$ cat src/rtl/rle_pkg.sv
// rle_pkg: shared definitions for the RLE flash fetch block.
//   - fetch_state_t : serial read FSM states
//   - CMD_QUAD_READ : Quad Output Fast Read opcode
//   - ADDR_BITS / DUMMY_CYCLES : read header geometry
//   - RUN_W / COLOUR_W / WORD_W : RLE word layout {run_length, colour}
package rle_pkg;

    typedef enum logic [2:0] {
        ST_IDLE,
        ST_CMD,
        ST_ADDR,
        ST_DUMMY,
        ST_DATA
    } fetch_state_t;

    localparam logic [7:0] CMD_QUAD_READ = 8'h6B;
    localparam int         ADDR_BITS     = 24;
    localparam int         DUMMY_CYCLES  = 8;
    localparam int         RUN_W         = 10;
    localparam int         COLOUR_W      = 6;
    localparam int         WORD_W        = RUN_W + COLOUR_W;

endpackage

$ cat src/rtl/rle_word_fifo.sv
// rle_word_fifo: synchronous prefetch FIFO for 16-bit RLE words.
// Ports:
//   clk, rstn       clock, synchronous active-low reset
//   i_push/i_wdata  write a word (accepted when not full, or full with pop)
//   i_pop           drop the head word (ignored when empty)
//   i_flush         discard all contents, wins over push/pop
//   o_rdata         head word, forced to 0 while empty
//   o_full / o_almost_full (>= DEPTH-1) / o_empty
module rle_word_fifo
    import rle_pkg::*;
#(
    parameter int DEPTH = 4
) (
    input  logic              clk,
    input  logic              rstn,
    input  logic              i_push,
    input  logic [WORD_W-1:0] i_wdata,
    input  logic              i_pop,
    input  logic              i_flush,
    output logic [WORD_W-1:0] o_rdata,
    output logic              o_full,
    output logic              o_almost_full,
    output logic              o_empty
);

    localparam int            PW         = $clog2(DEPTH);
    localparam logic [PW:0]   FULL_CNT   = (PW+1)'(DEPTH);
    localparam logic [PW:0]   ALMOST_CNT = (PW+1)'(DEPTH - 1);

    logic [WORD_W-1:0] r_mem [DEPTH];
    logic [PW-1:0]     r_wr_ptr;
    logic [PW-1:0]     r_rd_ptr;
    logic [PW:0]       r_count;
    logic              w_do_push;
    logic              w_do_pop;

    assign w_do_pop      = i_pop && (r_count != '0);
    assign w_do_push     = i_push && ((r_count != FULL_CNT) || w_do_pop);
    assign o_empty       = (r_count == '0);
    assign o_full        = (r_count == FULL_CNT);
    assign o_almost_full = (r_count >= ALMOST_CNT);
    assign o_rdata       = o_empty ? '0 : r_mem[r_rd_ptr];

    always_ff @(posedge clk) begin
        if (w_do_push && rstn && !i_flush) begin
            r_mem[r_wr_ptr] <= i_wdata;
        end
    end

    always_ff @(posedge clk) begin
        if (!rstn || i_flush) begin
            r_wr_ptr <= '0;
            r_rd_ptr <= '0;
            r_count  <= '0;
        end else begin
            if (w_do_push) r_wr_ptr <= r_wr_ptr + 1'b1;
            if (w_do_pop)  r_rd_ptr <= r_rd_ptr + 1'b1;
            case ({w_do_push, w_do_pop})
                2'b10:   r_count <= r_count + 1'b1;
                2'b01:   r_count <= r_count - 1'b1;
                default: r_count <= r_count;
            endcase
        end
    end

endmodule

$ cat src/rtl/rle_flash_fetch.sv
// rle_flash_fetch: streams RLE words {run_length[9:0], colour[5:0]} out of a
// quad-SPI flash using Quad Output Fast Read, buffered in a small FIFO.
// Ports:
//   clk, rstn                     clock, synchronous active-low reset
//   read_next                     pop FIFO head (ignored while data_ready low)
//   stop_data                     abort and hold fetching off
//   save_addr/load_addr/clear_addr  head address save / restore / reset to BASE_ADDR
//   data_ready, data              FIFO non-empty, FIFO head word
//   spi_cs_n, spi_sck             flash select (active-low), flash clock (clk/2)
//   spi_d_out, spi_d_oe, spi_d_in IO0..IO3 drive, enable, sample
// Build option RLE_FETCH_IN_REG_EN: spi_d_in goes through one clk register and
// each nibble is consumed one clk after the rising SCK edge.
//
// state    | meaning
// ST_IDLE  | CS high, waiting for empty FIFO, no abort and CS gap elapsed
// ST_CMD   | shifting 0x6B out on IO0
// ST_ADDR  | shifting 24-bit head address out on IO0
// ST_DUMMY | 8 dummy SCK cycles, IO released
// ST_DATA  | sampling nibbles; SCK parks low at a word boundary when FIFO full
module rle_flash_fetch
    import rle_pkg::*;
#(
    parameter logic [23:0] BASE_ADDR  = 24'h000000,
    parameter int          FIFO_DEPTH = 4
) (
    input  logic        clk,
    input  logic        rstn,
    input  logic        read_next,
    input  logic        stop_data,
    input  logic        save_addr,
    input  logic        load_addr,
    input  logic        clear_addr,
    output logic        data_ready,
    output logic [15:0] data,
    output logic        spi_cs_n,
    output logic        spi_sck,
    output logic [3:0]  spi_d_out,
    output logic [3:0]  spi_d_oe,
    input  logic [3:0]  spi_d_in
);

    fetch_state_t      r_state;
    logic              r_cs_n;
    logic              r_sck;
    logic              r_oe;
    logic [31:0]       r_tx;
    logic [4:0]        r_cnt;
    logic [1:0]        r_nib;
    logic [11:0]       r_shift;
    logic [WORD_W-1:0] r_word;
    logic              r_push;
    logic              r_gap;
    logic [23:0]       r_head_addr;
    logic [23:0]       r_save_addr;

    logic              w_abort;
    logic              w_pop;
    logic              w_stall;
    logic              w_sample;
    logic              w_take;
    logic [3:0]        w_nib;
    logic [23:0]       w_head_next;
    logic              w_fifo_full;
    logic              w_fifo_afull;
    logic              w_fifo_empty;
    logic [WORD_W-1:0] w_fifo_rdata;

    assign w_abort = stop_data || clear_addr || load_addr;
    assign w_pop   = read_next && !w_fifo_empty;

    // A new word may only start if it has somewhere to land; a word still
    // waiting in r_push counts as already occupying a slot.
    assign w_stall  = (r_nib == 2'd3) && (w_fifo_full || (w_fifo_afull && r_push));
    assign w_sample = (r_state == ST_DATA) && !r_sck && !w_stall;

`ifdef RLE_FETCH_IN_REG_EN
    logic [3:0] r_din;
    logic       r_take;

    always_ff @(posedge clk) begin
        r_din <= spi_d_in;
        if (!rstn || w_abort) r_take <= 1'b0;
        else                  r_take <= w_sample;
    end

    assign w_take = r_take;
    assign w_nib  = r_din;
`else
    assign w_take = w_sample;
    assign w_nib  = spi_d_in;
`endif

    always_ff @(posedge clk) begin
        if (!rstn || w_abort) begin
            r_state <= ST_IDLE;
            r_cs_n  <= 1'b1;
            r_sck   <= 1'b0;
            r_oe    <= 1'b0;
            r_tx    <= '0;
            r_cnt   <= '0;
            r_nib   <= 2'd3;
            r_shift <= '0;
            r_word  <= '0;
            r_push  <= 1'b0;
            r_gap   <= 1'b1;
        end else begin
            r_push <= 1'b0;
            if (w_take) begin
                r_shift <= {r_shift[7:0], w_nib};
                r_nib   <= r_nib - 2'd1;
                if (r_nib == 2'd0) begin
                    r_word <= {r_shift, w_nib};
                    r_push <= 1'b1;
                end
            end
            case (r_state)
                ST_IDLE: begin
                    if (r_gap) begin
                        r_gap <= 1'b0;
                    end else if (w_fifo_empty && !stop_data) begin
                        r_state <= ST_CMD;
                        r_cs_n  <= 1'b0;
                        r_oe    <= 1'b1;
                        r_tx    <= {CMD_QUAD_READ, r_head_addr};
                        r_cnt   <= 5'd7;
                    end
                end
                ST_CMD, ST_ADDR, ST_DUMMY: begin
                    r_sck <= ~r_sck;
                    // Falling SCK: present the next header bit (zeros shift in,
                    // so IO0 is already 0 by the time the header ends).
                    if (r_sck) begin
                        r_tx <= {r_tx[30:0], 1'b0};
                        if (r_cnt != '0) begin
                            r_cnt <= r_cnt - 5'd1;
                        end else if (r_state == ST_CMD) begin
                            r_state <= ST_ADDR;
                            r_cnt   <= 5'(ADDR_BITS - 1);
                        end else if (r_state == ST_ADDR) begin
                            r_state <= ST_DUMMY;
                            r_cnt   <= 5'(DUMMY_CYCLES - 1);
                            r_oe    <= 1'b0;
                        end else begin
                            r_state <= ST_DATA;
                            r_nib   <= 2'd3;
                        end
                    end
                end
                ST_DATA: begin
                    if (r_sck)         r_sck <= 1'b0;
                    else if (!w_stall) r_sck <= 1'b1;
                end
                default: r_state <= ST_IDLE;
            endcase
        end
    end

    always_comb begin
        w_head_next = r_head_addr;
        if (clear_addr)     w_head_next = BASE_ADDR;
        else if (load_addr) w_head_next = r_save_addr;
        else if (w_pop)     w_head_next = r_head_addr + 24'd2;
    end

    always_ff @(posedge clk) begin
        if (!rstn) begin
            r_head_addr <= BASE_ADDR;
            r_save_addr <= BASE_ADDR;
        end else begin
            r_head_addr <= w_head_next;
            if (save_addr) r_save_addr <= w_head_next;
        end
    end

    rle_word_fifo #(
        .DEPTH (FIFO_DEPTH)
    ) u_fifo (
        .clk           (clk),
        .rstn          (rstn),
        .i_push        (r_push),
        .i_wdata       (r_word),
        .i_pop         (read_next),
        .i_flush       (w_abort),
        .o_rdata       (w_fifo_rdata),
        .o_full        (w_fifo_full),
        .o_almost_full (w_fifo_afull),
        .o_empty       (w_fifo_empty)
    );

    assign data_ready = !w_fifo_empty;
    assign data       = w_fifo_rdata;
    assign spi_cs_n   = r_cs_n;
    assign spi_sck    = r_sck;
    assign spi_d_out  = {3'b000, r_tx[31]};
    assign spi_d_oe   = {3'b000, r_oe};

endmodule

$ cat config.mk
export PLATFORM = sky130hd
export DESIGN_NAME = rle_flash_fetch
export DESIGN_NICKNAME = d
export VERILOG_FILES = /design/src/rtl/rle_pkg.sv /design/src/rtl/rle_word_fifo.sv /design/src/rtl/rle_flash_fetch.sv
export SDC_FILE = /design/constraint.sdc
export NUM_CORES = 1
export LEC_CHECK = 0
export ABC_AREA = 1
export CAP_MARGIN = 20
export CORE_ASPECT_RATIO = 0.6
export CORE_MARGIN = 2
export CORE_UTILIZATION = 65
export DETAILED_ROUTE_END_ITERATION = 8
export GPL_TIMING_DRIVEN = 0
export PLACE_DENSITY = 0.91
export SYNTH_ARGS = -nofsm -noshare
export SYNTH_HDL_FRONTEND = slang
export SYNTH_SLANG_ARGS = --single-unit
$ cat constraint.sdc
create_clock -name clk -period 5.8 [get_ports clk]
set_input_delay 0.58 -clock clk [delete_from_list [all_inputs] [get_ports clk]]
set_output_delay 0.58 -clock clk [all_outputs]
set_load 0.1 [all_outputs]
# [After elaboration in Yosys (flattened, before gate mapping)]
# Memories as Yosys holds them, arrays and structs flattened. A register that Yosys moved wholly into a read port is not among the register bits.
# Index checks and enable logic that the tools add are counted.
[classes] add_sub_neg=7 n_lt_le_gt_ge=1 eq_ne=16 mux=44 bitwise_logic=4 n_reduce_logical=37
[ops] cell="2-to-1 mux 32 bit" n=3
[ops] cell="2-to-1 mux 24 bit" n=3
[ops] cell="one-hot mux 32 bit (2 select lines)" n=1
[ops] cell="2-to-1 mux 5 bit" n=6
[ops] cell="adder 24 x 2 -> 24 bit (second input constant)" n=1
[ops] cell="2-to-1 mux 3 bit" n=6
[ops] cell="2-to-1 mux 16 bit" n=1
[ops] cell="2-to-1 mux 2 bit" n=8
[ops] cell="!= test 2 bit (second input constant)" n=6
[ops] cell="2-to-1 mux 1 bit" n=11
[ops] cell="logical AND 1 bit" n=10
[ops] cell="one-hot mux 5 bit (2 select lines)" n=1
[ops] cell="AND reduction 5 bit" n=2
[ops] cell="one-hot mux 3 bit (3 select lines)" n=1
[ops] cell="AND reduction 7 bit" n=1
[ops] cell="== test 3 x 2 -> 1 bit (second input constant)" n=2
[ops] cell="== test 3 bit (second input constant)" n=2
[ops] cell="zero test 1 bit" n=6
[ops] cell="zero test 3 bit" n=2
[ops] cell="one-hot mux 3 bit (2 select lines)" n=1
[ops] cell="nonzero test 2 bit" n=3
[ops] cell="logical OR 1 bit" n=5
[ops] cell="nonzero test 5 bit" n=1
[ops] cell="subtractor 5 x 1 -> 5 bit (second input constant)" n=1
[ops] cell="19 further kinds" n=25
[word_totals] ff_bits=130 mem_bits_rw=64 inputBits=11 out_inout_bits=27 elab_cells=126 n_memories=1
[memory_table] memory="u_fifo.r_mem" words=4 word_bits=16 read_ports=1 rd_clocked_by_memory_dff=1 write_ports=1 line_no="rle_word_fifo.sv:30" text="logic [WORD_W-1:0] r_mem [DEPTH];"

# [Longest topological paths before layout]
[logic_depth] ltp_word=12 mapped_depth=11 ltp_nobuf=10

# [Hierarchy]
# A second synthesis with hierarchy kept.
[hier_totals] hier_cells=1014 hier_area_um2=8564.5
[by_module_without_submodules] module="rle_flash_fetch" n_inst=1 cells_per_inst=755 area_each_um2=5511.5 seq_area_each_um2=2462.4
[by_module_without_submodules] module="rle_word_fifo" n_inst=1 cells_per_inst=259 area_each_um2=3052.9 seq_area_each_um2=2102.0

# [Worst setup path after synthesis]
# No wires, ideal clock.
[synth_timing] path_kind="reg-to-output" from="reg (tool-made name)" to="out data[10]" arrival_time_ps=2503 required_ps=5220 slack_ps=2717 path_stages_with_launch=7 path_buffers=2 path_cell_list="dfxtp_1 clkbuf_1 inv_1 clkbuf_1 nor2_1 o21ai_0 a21oi_1"
[synth_rtl] item="to (decl)" line_no="rle_flash_fetch.sv:34" text="output logic [15:0] data,"

==> results.tsv <==
metric	value	unit
ys_seq_area_share	54.03	%
grt_pass1_vias	6951	
synth_seq_cells	196	
cts_root_buf	clkbuf_16	
initial_core_util	66.14	%
required	5220	ps
synthArstFlopShare	0	%
critPathLaunchType	register	
hp-class	register to register	
timing.setup.tns	0	ps
core	0.01277	sq mm
worst_pin_slew	979.0	ps
endpoint_kind	primary output	
synth_cells	1040	
portBuffers	29	
dieWidth	151.2	um
relSlewSlack	34.53	%
fmax	0.2599	GHz
rsz0062_at_grt	no	
clk_latency	430	ps
hold_viol	0	
cts_htree_levels	4	
drive_gt1_share	7.477	%
setup_viol	0	
first_iter_violations	1018	
p_per_area	284.9	mW/mm^2
synth_area	0.008448	sq mm
ir_worst_vdd	291.5	uV
drt-met1-wl	9479	um
r2r-start	r_state[1]	
grt.total_usage	33.10	%
via_count	7591	
grt-ovfl-total	0	
dpl.hpwl	14830	um
num_rows	32	
met3_length	3057	um
antenna_found_initial	0	
fin_cells	1280	
clock_path_buffers	2	
slew_violations	0	
grt_max_degree	20	
layout_min_cycle_time	3847	ps
drt_wl_total	22360	um
cts_tree	yes	
worstSetupPathType	register to primary output	
path_clk_slew	70	ps
postCtsSetupBuffers	0	
hp-start	r_tx[4]	
ctsResizeCount	0	
yosys_warnings	0	
synth_edf_count	64	
r2r-end	r_tx[6]	
wl_met2	9330	um
skew	11.37	ps
syn_to_final_growth	13.63	%
grt_pass1_wl	35510	um
crit_arrival	3270	ps
dieArea	0.01395	sq mm
hold_buffers	0	
max_cap_viol_count	0	
diodes	0	
synthFlopType	dfxtp_1	
avgRoutedWirePerCell	17.47	um
io_pins	38	
r2r_slack	3690	ps
cts_buffers	17	
drc	0	
status	complete, no violations	
ys_types	39	
ant_nets	0	
place.gp.congestion	0.9518	
vias_per_cell	5.930	
die_y	92.31	um
fill_cells	823	
layout.nets	1117	
leakage	3.642	nW
first_pass_iters	6	
critPathMaxFanout	10	
dp.cells	1248	
rr_worst_depth	7	
endpoint	data[8]	
cts_sinks	196	
synth_area_per_cell	8.123	sq um
top_layer	met4	
fin_crit_sh	66.33	%
## worst max-delay path: stages (launching register included)
cell             delay (ps)
dfxtp_1                 310
clkbuf_1                320
inv_1                   230
clkbuf_1                320
nor2_1                  160
o21ai_0                 150
a21oi_1                 190
clkdlybuf4s50_1        1150
## logic make-up (layout without fill, tap and decap cells)
family                   Yosys count  after routing  share of synthesized area [%]
other                              1              6                        0.04439
AND/OR/NAND/NOR                  441            441                          21.68
flip-flops                       196            196                          54.03
adder cells (fa/ha/maj)            9              9                          1.422
AO/OA/AOI/OAI                    240            240                          14.53
buffers and inverters            149            214                          7.879
XOR/XNOR                           4              4                         0.4148
## worst min-delay path by stage
stage          cells after the start  slack (ps)  endpoint
5_1_grt                            2         480   r_tx[5]
4_1_cts                            2         450   r_tx[4]
6_report                           2         450   r_tx[4]
2_1_floorplan                      2         420   r_tx[1]
3_3_place_gp                       2         440   r_tx[4]
3_5_place_dp                       2         440   r_tx[4]
## cell usage after synthesis, drive strengths merged, types with 4 or more instances
master,n,area (sq um)
a21oi,94,470.5
buf,29,211.5
clkbuf,33,127.6
dfxtp,132,2643
edfxtp,64,1922
ha,8,100.1
inv,86,322.8
nand2,165,629.4
nand3,48,245.2
nand4,13,81.33
nor2,206,808.3
nor3,4,20.02
o21ai,140,700.7
## sequential cells by signal, summed over array words and instances (netlist names), 3 cells and up, named ones only
| name | cells |
|---|---|
| r_state | 3 |
| r_word | 16 |
| r_head_addr | 24 |
| r_save_addr | 24 |
| u_fifo.r_count | 3 |
| r_tx | 32 |
| r_shift | 12 |
| r_cnt | 5 |
| u_fifo.r_mem | 64 |
## through the flow
step                utilization (%)  power, mW  setup WS [ps]  area, sq um  hold WS [ps]
global placement              70.23      1.574           1884         8970         435.2
finish                        75.16      2.735           1953         9599         452.2
floorplan                         -      1.544           2717         8467         424.0
detailed placement            70.58      1.577           2203         9015         441.8
CTS                           75.16      2.726           1972         9599         452.1
global route                  75.16      2.795           1746         9599         482.1
## metal layers
metal	vias to the layer above	GRT usage, %
met2	525	47.70
met5	-	0
met1	3481	50.24
li1	3517	-
met3	68	7.537
met4	0	9.034
## layout make-up
type / count / area, sq um / share of cell area, %
plain buffers: 62 / 339.1 / 3.532
clock buffers: 17 / 425.4 / 4.432
clock inverters: 15 / 158.9 / 1.655
inverters: 87 / 326.6 / 3.402
multi-input cells: 700 / 3237 / 33.72
flip-flops and latches: 196 / 4564 / 47.55
well taps: 170 / 212.7 / 2.216
repair buffers: 33 / 335.3 / 3.493
## cells in the final DEF, fill, tap and decap left out, types with 2 or more instances in the layout
cell type | Yosys | layout
dfxtp_1 | 132 | 132
clkbuf_1 | 30 | 30
xor2_1 | 3 | 3
o211ai_1 | 2 | 2
conb_1 | 1 | 6
inv_8 | 0 | 6
clkbuf_2 | 3 | 3
clkinv_1 | 1 | 2
nor2_2 | 2 | 2
buf_6 | 6 | 10
a21oi_1 | 94 | 94
ha_1 | 8 | 8
nor2_4 | 4 | 4
nand3_1 | 47 | 47
edfxtp_1 | 64 | 64
inv_2 | 4 | 4
o21ai_1 | 2 | 2
clkdlybuf4s50_1 | 0 | 29
buf_2 | 10 | 10
inv_1 | 82 | 82
o21ai_0 | 138 | 138
nand2_1 | 163 | 163
inv_6 | 0 | 3
buf_4 | 12 | 12
nor3_1 | 4 | 4
nor2_1 | 200 | 200
nand4_1 | 13 | 13
clkbuf_16 | 0 | 17
clkinvlp_4 | 0 | 3
## power breakdown
part,internal [mW],total (mW),switching [mW]
Sequential,1.42,1.44,0.0137
Clock,0.613,1.18,0.568
Combinational,0.0336,0.117,0.0834
Total,2.07,2.73,0.665
(Power assumes the default switching activity.)
==> variant 1, RTL diff (same settings) <==
Change the parameter `FIFO_DEPTH` from 4 to 2.
--- a/src/rtl/rle_flash_fetch.sv
+++ b/src/rtl/rle_flash_fetch.sv
@@ -21,7 +21,7 @@
     import rle_pkg::*;
 #(
     parameter logic [23:0] BASE_ADDR  = 24'h000000,
-    parameter int          FIFO_DEPTH = 4
+    parameter int          FIFO_DEPTH = 2
 ) (
     input  logic        clk,
     input  logic        rstn,
Formal check against the unedited RTL: same outputs for any inputs over 4 cycles, from zero or initial values and one cycle with rstn low; that may be too few to reach the edited logic, so the function may still have changed.
==> variant 1 against the original RTL <==
- worst setup slack gained 120 ps
- combinational power shrank 4%
- final area decreased by 18%
- global-route usage grew 0.059 points
- clock skew shrank 2.9 ps
- critical path depth did not move
- total power shrank 14%
- area after synthesis down 19%
- routed wire length is 21% lower
- sequential cell count down 36
- highest routed layer unchanged
==> variant 1: results (changes against the original RTL) <==
| Metric | Value |
|---|---|
| Status | finished clean (unchanged) |
| Total GRT Usage | 33.2% (was 33.1%) |
| Largest net degree at the start of global routing | 17 (was 20) |
| Clock Latency Late Sink | 430 ps (about the same) |
| Unique masters post-synth | 37 (was 39) |
| Final hold slack | 463 ps (was 452 ps) |
| Arr. time, crit path | 3150 ps (was 3270 ps) |
| Switching Fraction | 23.5% (was 24.3%) |
| Total placed cells including tap cells | 1032 (was 1248) |
| Worst slack, placed | 2470 ps (was 2200 ps) |
| Max VDD drop | 0.263 mV (was 0.292 mV) |
| Initial drt markers | 738 (was 1018) |
| Seq power | 1160 uW (was 1440 uW) |
| CP Launch Point | u_fifo.r_count[0] |
| Critical Path End | data[7] (was data[8]) |
| Vias per inst | 5.93 (about the same) |
| Detailed Place HPWL | 11.8 mm (was 14.8 mm) |
| Reg2Reg Depth | 8 (was 7) |
| Fill cells | 672 (was 823) |
| Number of synthesized flops with an enable pin | 32 (was 64) |
| Fraction of final layout cells sized beyond drive strength 1 | 9.59% (was 7.48%) |
| Gpl congestion | 0.909 (was 0.952) |
| Slowest CP cell | clkdlybuf4s50_1 (unchanged) |
| Final net count | 934 (was 1117) |
| Top post-synthesis cells by count | nand2_1 (169), nor2_1 (146), dfxtp_1 (128) (was nor2_1 (200), nand2_1 (163), o21ai_0 (138)) |
| Placed cell areas | 7330 um2 (was 9010 um2) |
| Synthesized area per cell | 7.93 um2 (was 8.12 um2) |
| Vias | 6303 (was 7591) |
| Pwr dens | 299 nW/um2 (was 285 nW/um2) |
| Asr flop ratio synth | 0% (unchanged) |
| Fmax | 268 MHz (was 260 MHz) |
| Final WL | 17.7 mm (was 22.4 mm) |
| Relative slew slack | 34.5% (about the same) |
| Sequential fraction of the synthesis area | 51.7% (was 54.0%) |
| Comb power frac | 4.7% (was 4.3%) |
| Reg-to-Reg End | u_fifo.r_mem[0][0] (was r_tx[6]) |
| Grt met1 use | 48.7% (was 50.2%) |
| Top cells by area, synth | dfxtp_1 (38%), edfxtp_1 (14%), nand2_1 (9.3%) (was dfxtp_1 (31%), edfxtp_1 (23%), nor2_1 (8.9%)) |
| Largest registers | r_tx (32), u_fifo.r_mem (32) (was u_fifo.r_mem (64), r_tx (32)) |
| Vias in the first global route | 5778 (was 6951) |
| Leak | 0.00289 uW (was 0.00364 uW) |
| R2r setup slk | 3190 ps (was 3690 ps) |
| First-pass GRT wire length | 29.2 mm (was 35.5 mm) |
| Clock skew | 8.48 ps (was 11.4 ps) |
| Input/output buffers | 30 (was 29) |
| CP Max Fanout | 10 (unchanged) |
| Global-route met3 utilization | 8.42% (was 7.54%) |
| GR Util met2 | 45.9% (was 47.7%) |
==> variant 1: cell types whose count changed after synthesis, moves of 5 or more <==
cell | unedited run | this run
a31oi_1 | 1 | 24
clkbuf_1 | 30 | 24
nand4_1 | 13 | 2
nand2_1 | 163 | 169
a21oi_1 | 94 | 52
nand3_1 | 47 | 36
nor2_1 | 200 | 146
inv_1 | 82 | 50
nor3_1 | 4 | 13
inv_2 | 4 | 9
o21ai_0 | 138 | 94
edfxtp_1 | 64 | 32
o221a_2 | 0 | 5
==> variant 1: kinds of logic (layout without fill, tap and decap cells) <==
logic type                 after synthesis  count (layout)  synth area share (%)
AOI/OAI and AO/OA                      188             188                  15.1
xor gates and xnor gates                 6               6                 0.771
adders and majority gates                7               7                  1.28
buffers and inverters                  107             170                  6.90
DFF                                    160             160                  51.7
other                                    1               6                0.0550
and+or+nand+nor                        391             391                  24.2
==> variant 1: routing by layer <==
layer	vias up	part of all wire, %
met5	-	0
met4	0	3.0
met3	58	11
met2	385	41
met1	2905	44
li1	2955	-
==> variant 1: worst min-delay path by stage <==
stage,from,cells past startpoint,endpoint
2_1_floorplan,r_word[0],0,u_fifo.r_mem[0][0]
3_3_place_gp,r_shift[8],2,r_word[12]
3_5_place_dp,r_word[1],0,u_fifo.r_mem[1][1]
4_1_cts,spi_cs_n,2,spi_cs_n
5_1_grt,r_word[1],0,u_fifo.r_mem[0][1]
6_report,spi_cs_n,2,spi_cs_n
==> variant 1: layout make-up <==
class                   count  area (um2)  share of cell area [%]
flip-flops and latches    160        3520                    44.6
multi-input cells         598        2850                    36.0
clock buffers              19         464                    5.87
repair buffers             32         323                    4.08
plain buffers              48         249                    3.15
inverters                  59         221                    2.80
well taps                 135         169                    2.14
clock inverters            12         109                    1.38
==> variant 2, RTL diff (config.mk and constraints unchanged) <==
Without the edit above. Re-encode `fetch_state_t` (5 states) as one-hot, 5 bits wide.
--- a/src/rtl/rle_pkg.sv
+++ b/src/rtl/rle_pkg.sv
@@ -5,12 +5,12 @@
 //   - RUN_W / COLOUR_W / WORD_W : RLE word layout {run_length, colour}
 package rle_pkg;
 
-    typedef enum logic [2:0] {
-        ST_IDLE,
-        ST_CMD,
-        ST_ADDR,
-        ST_DUMMY,
-        ST_DATA
+    typedef enum logic [4:0] {
+        ST_IDLE  = 5'b00001,
+        ST_CMD   = 5'b00010,
+        ST_ADDR  = 5'b00100,
+        ST_DUMMY = 5'b01000,
+        ST_DATA  = 5'b10000
     } fetch_state_t;
 
     localparam logic [7:0] CMD_QUAD_READ = 8'h6B;
Behaviour: same outputs for any inputs over 4 cycles, from zero or initial values and one cycle with rstn low; so few cycles prove little.
==> variant 2 against the original RTL <==
- final area is 1.3% higher
- worst setup slack worse by 97 ps
- routed wire length is 1.0% lower
- sequential cell count is 2 higher
- total power hardly changed
- largest cell class unchanged
- via count is 2.0% higher
- area after synthesis is 1.7% higher
- cell count is 1.6% higher
==> variant 2: results (changes against the original RTL) <==
| Metric | Value |
|---|---|
| Hold path depth | 2 (unchanged) |
| CTS Buffer Depth | 2 (unchanged) |
| Arr. time, crit path | 3360 ps (was 3270 ps) |
| Initial antenna violation count | 0 (unchanged) |
| Relative slew slack | 32.7% (was 34.5%) |
| Sequential fraction of the synthesis area | 53.6% (was 54.0%) |
| Vias per inst | 5.95 (was 5.93) |
| Clock transition at path regs | 70 ps (about the same) |
| Drt wl/cell | 17.0 um (was 17.5 um) |
| Detailed Place HPWL | 15.1 mm (was 14.8 mm) |
| Final net count | 1138 (was 1117) |
| CP Max Fanout | 10 (unchanged) |
| Clock skew | 10.8 ps (was 11.4 ps) |
| Top cells by area, synth | dfxtp_1 (31%), edfxtp_1 (22%), nor2_1 (9.4%) (was dfxtp_1 (31%), edfxtp_1 (23%), nor2_1 (8.9%)) |
| Vias in the first global route | 7040 (was 6951) |
| R2r setup slk | 3440 ps (was 3690 ps) |
| Worst Hold Class | flop to flop (unchanged) |
| Largest net degree at the start of global routing | 21 (was 20) |
| TritonCTS buffer count | 17 (unchanged) |
| Initial drt markers | 973 (was 1018) |
| Top post-synthesis cells by count | nor2_1 (216), nand2_1 (159), dfxtp_1 (134), o21ai_0 (134), a21oi_1 (86) (was nor2_1 (200), nand2_1 (163), o21ai_0 (138)) |
| Status | finished clean (unchanged) |
| Gpl congestion | 0.938 (was 0.952) |
| Leak | 0.00369 uW (was 0.00364 uW) |
| Post-Synth XOR/XNOR Area | 0.510% (was 0.415%) |
| Adder-cell area share of the yosys netlist | 1.54% (was 1.42%) |
| First-pass GRT wire length | 35.3 mm (was 35.5 mm) |
| Asr flop ratio synth | 0% (unchanged) |
| CTS root buffer | clkbuf_16 (unchanged) |
| Max VDD drop | 0.234 mV (was 0.292 mV) |
| Total GRT Usage | 31.5% (was 33.1%) |
| Compound-gate portion of the synthesized area | 14.4% (was 14.5%) |
| P&R area growth vs syn | 13.2% (was 13.6%) |
| Pre-Repair DR Iteration Count | 7 (was 6) |
| H-tree Lvls | 4 (unchanged) |
| Number of synthesized flops with an enable pin | 64 (unchanged) |
| Fraction of final layout cells sized beyond drive strength 1 | 7.70% (was 7.48%) |
| Largest registers | u_fifo.r_mem (64), r_tx (32) (unchanged) |
| Yosys warnings | 0 (unchanged) |
| Placed cell areas | 9150 um2 (was 9010 um2) |
| Post-CTS Setup Inserts | 0 (unchanged) |
| Unique masters post-synth | 36 (was 39) |
| Resized Gates After CTS | 0 (unchanged) |
variant 2: cell types whose count changed in the layout (fill, tap and decap cells not counted), sizes merged, moves of 3 or more:
| cell | change |
|---|---|
| nor2 | +16 |
| o211ai | +9 |
| a21oi | -8 |
| inv | +5 |
| nor3 | +5 |
| nand4 | -4 |
| buf | -3 |
| clkbuf | -3 |
variant 2: routing by layer:
layer	vias to the layer above	part of all wire, %	GRT usage [%]
met5	-	0	0
met3	56	13	6.81
met1	3579	43	46.7
met4	0	2.1	9.89
li1	3598	-	-
met2	508	42	46.6
variant 2: path summary, 6_finish.rpt:
path	startpoint	to
worst max register to register	u_fifo.r_count[0]	u_fifo.r_mem[1][15]
worst max-delay path	flop	data[7]
worst min-delay path	r_shift[10]	r_word[14]
worst min register to register	r_shift[10]	r_word[14]
variant 2: critical path, stage by stage (launching register included):
cell and delay (ps):
dfxtp_1 320, clkbuf_1 340, inv_1 250, clkbuf_1 340, nor2_1 160, o21ai_0 100, a21oi_1 210, clkdlybuf4s50_1 1200
variant 2: logic make-up (layout without fill, tap and decap cells):
| group | Yosys count | count (layout) |
|---|---|---|
| simple gates | 459 | 459 |
| buf+inv | 148 | 212 |
| compound gates | 240 | 240 |
| fa+ha+maj | 10 | 10 |
| flops | 198 | 198 |
| xor+xnor | 5 | 5 |
| other cells | 1 | 6 |
variant 2: area by class of cell:
type | count | area [um2]
flip-flops and latches | 198 | 4600
clock inverters | 15 | 151
multi-input cells | 720 | 3360
well taps | 170 | 213
inverters | 91 | 345
fillers | 847 | 3130
repair buffers | 32 | 324
clock buffers | 17 | 425
plain buffers | 57 | 300
variant 2: per-stage QoR:
stage               std cells  hold WS, ps  worst slack (ps)
floorplan                1066          427              2410
global placement         1265          444              2130
detailed placement       1268          450              2430
CTS                      1300          464              1930
global route             1300          483              1720
finish                   1300          463              1860
variant 2: where the power goes:
group,total [uW],switching [uW],internal (uW)
clock network,1170,593,577
registers,1450,12.3,1440
logic,117,82.6,34.9
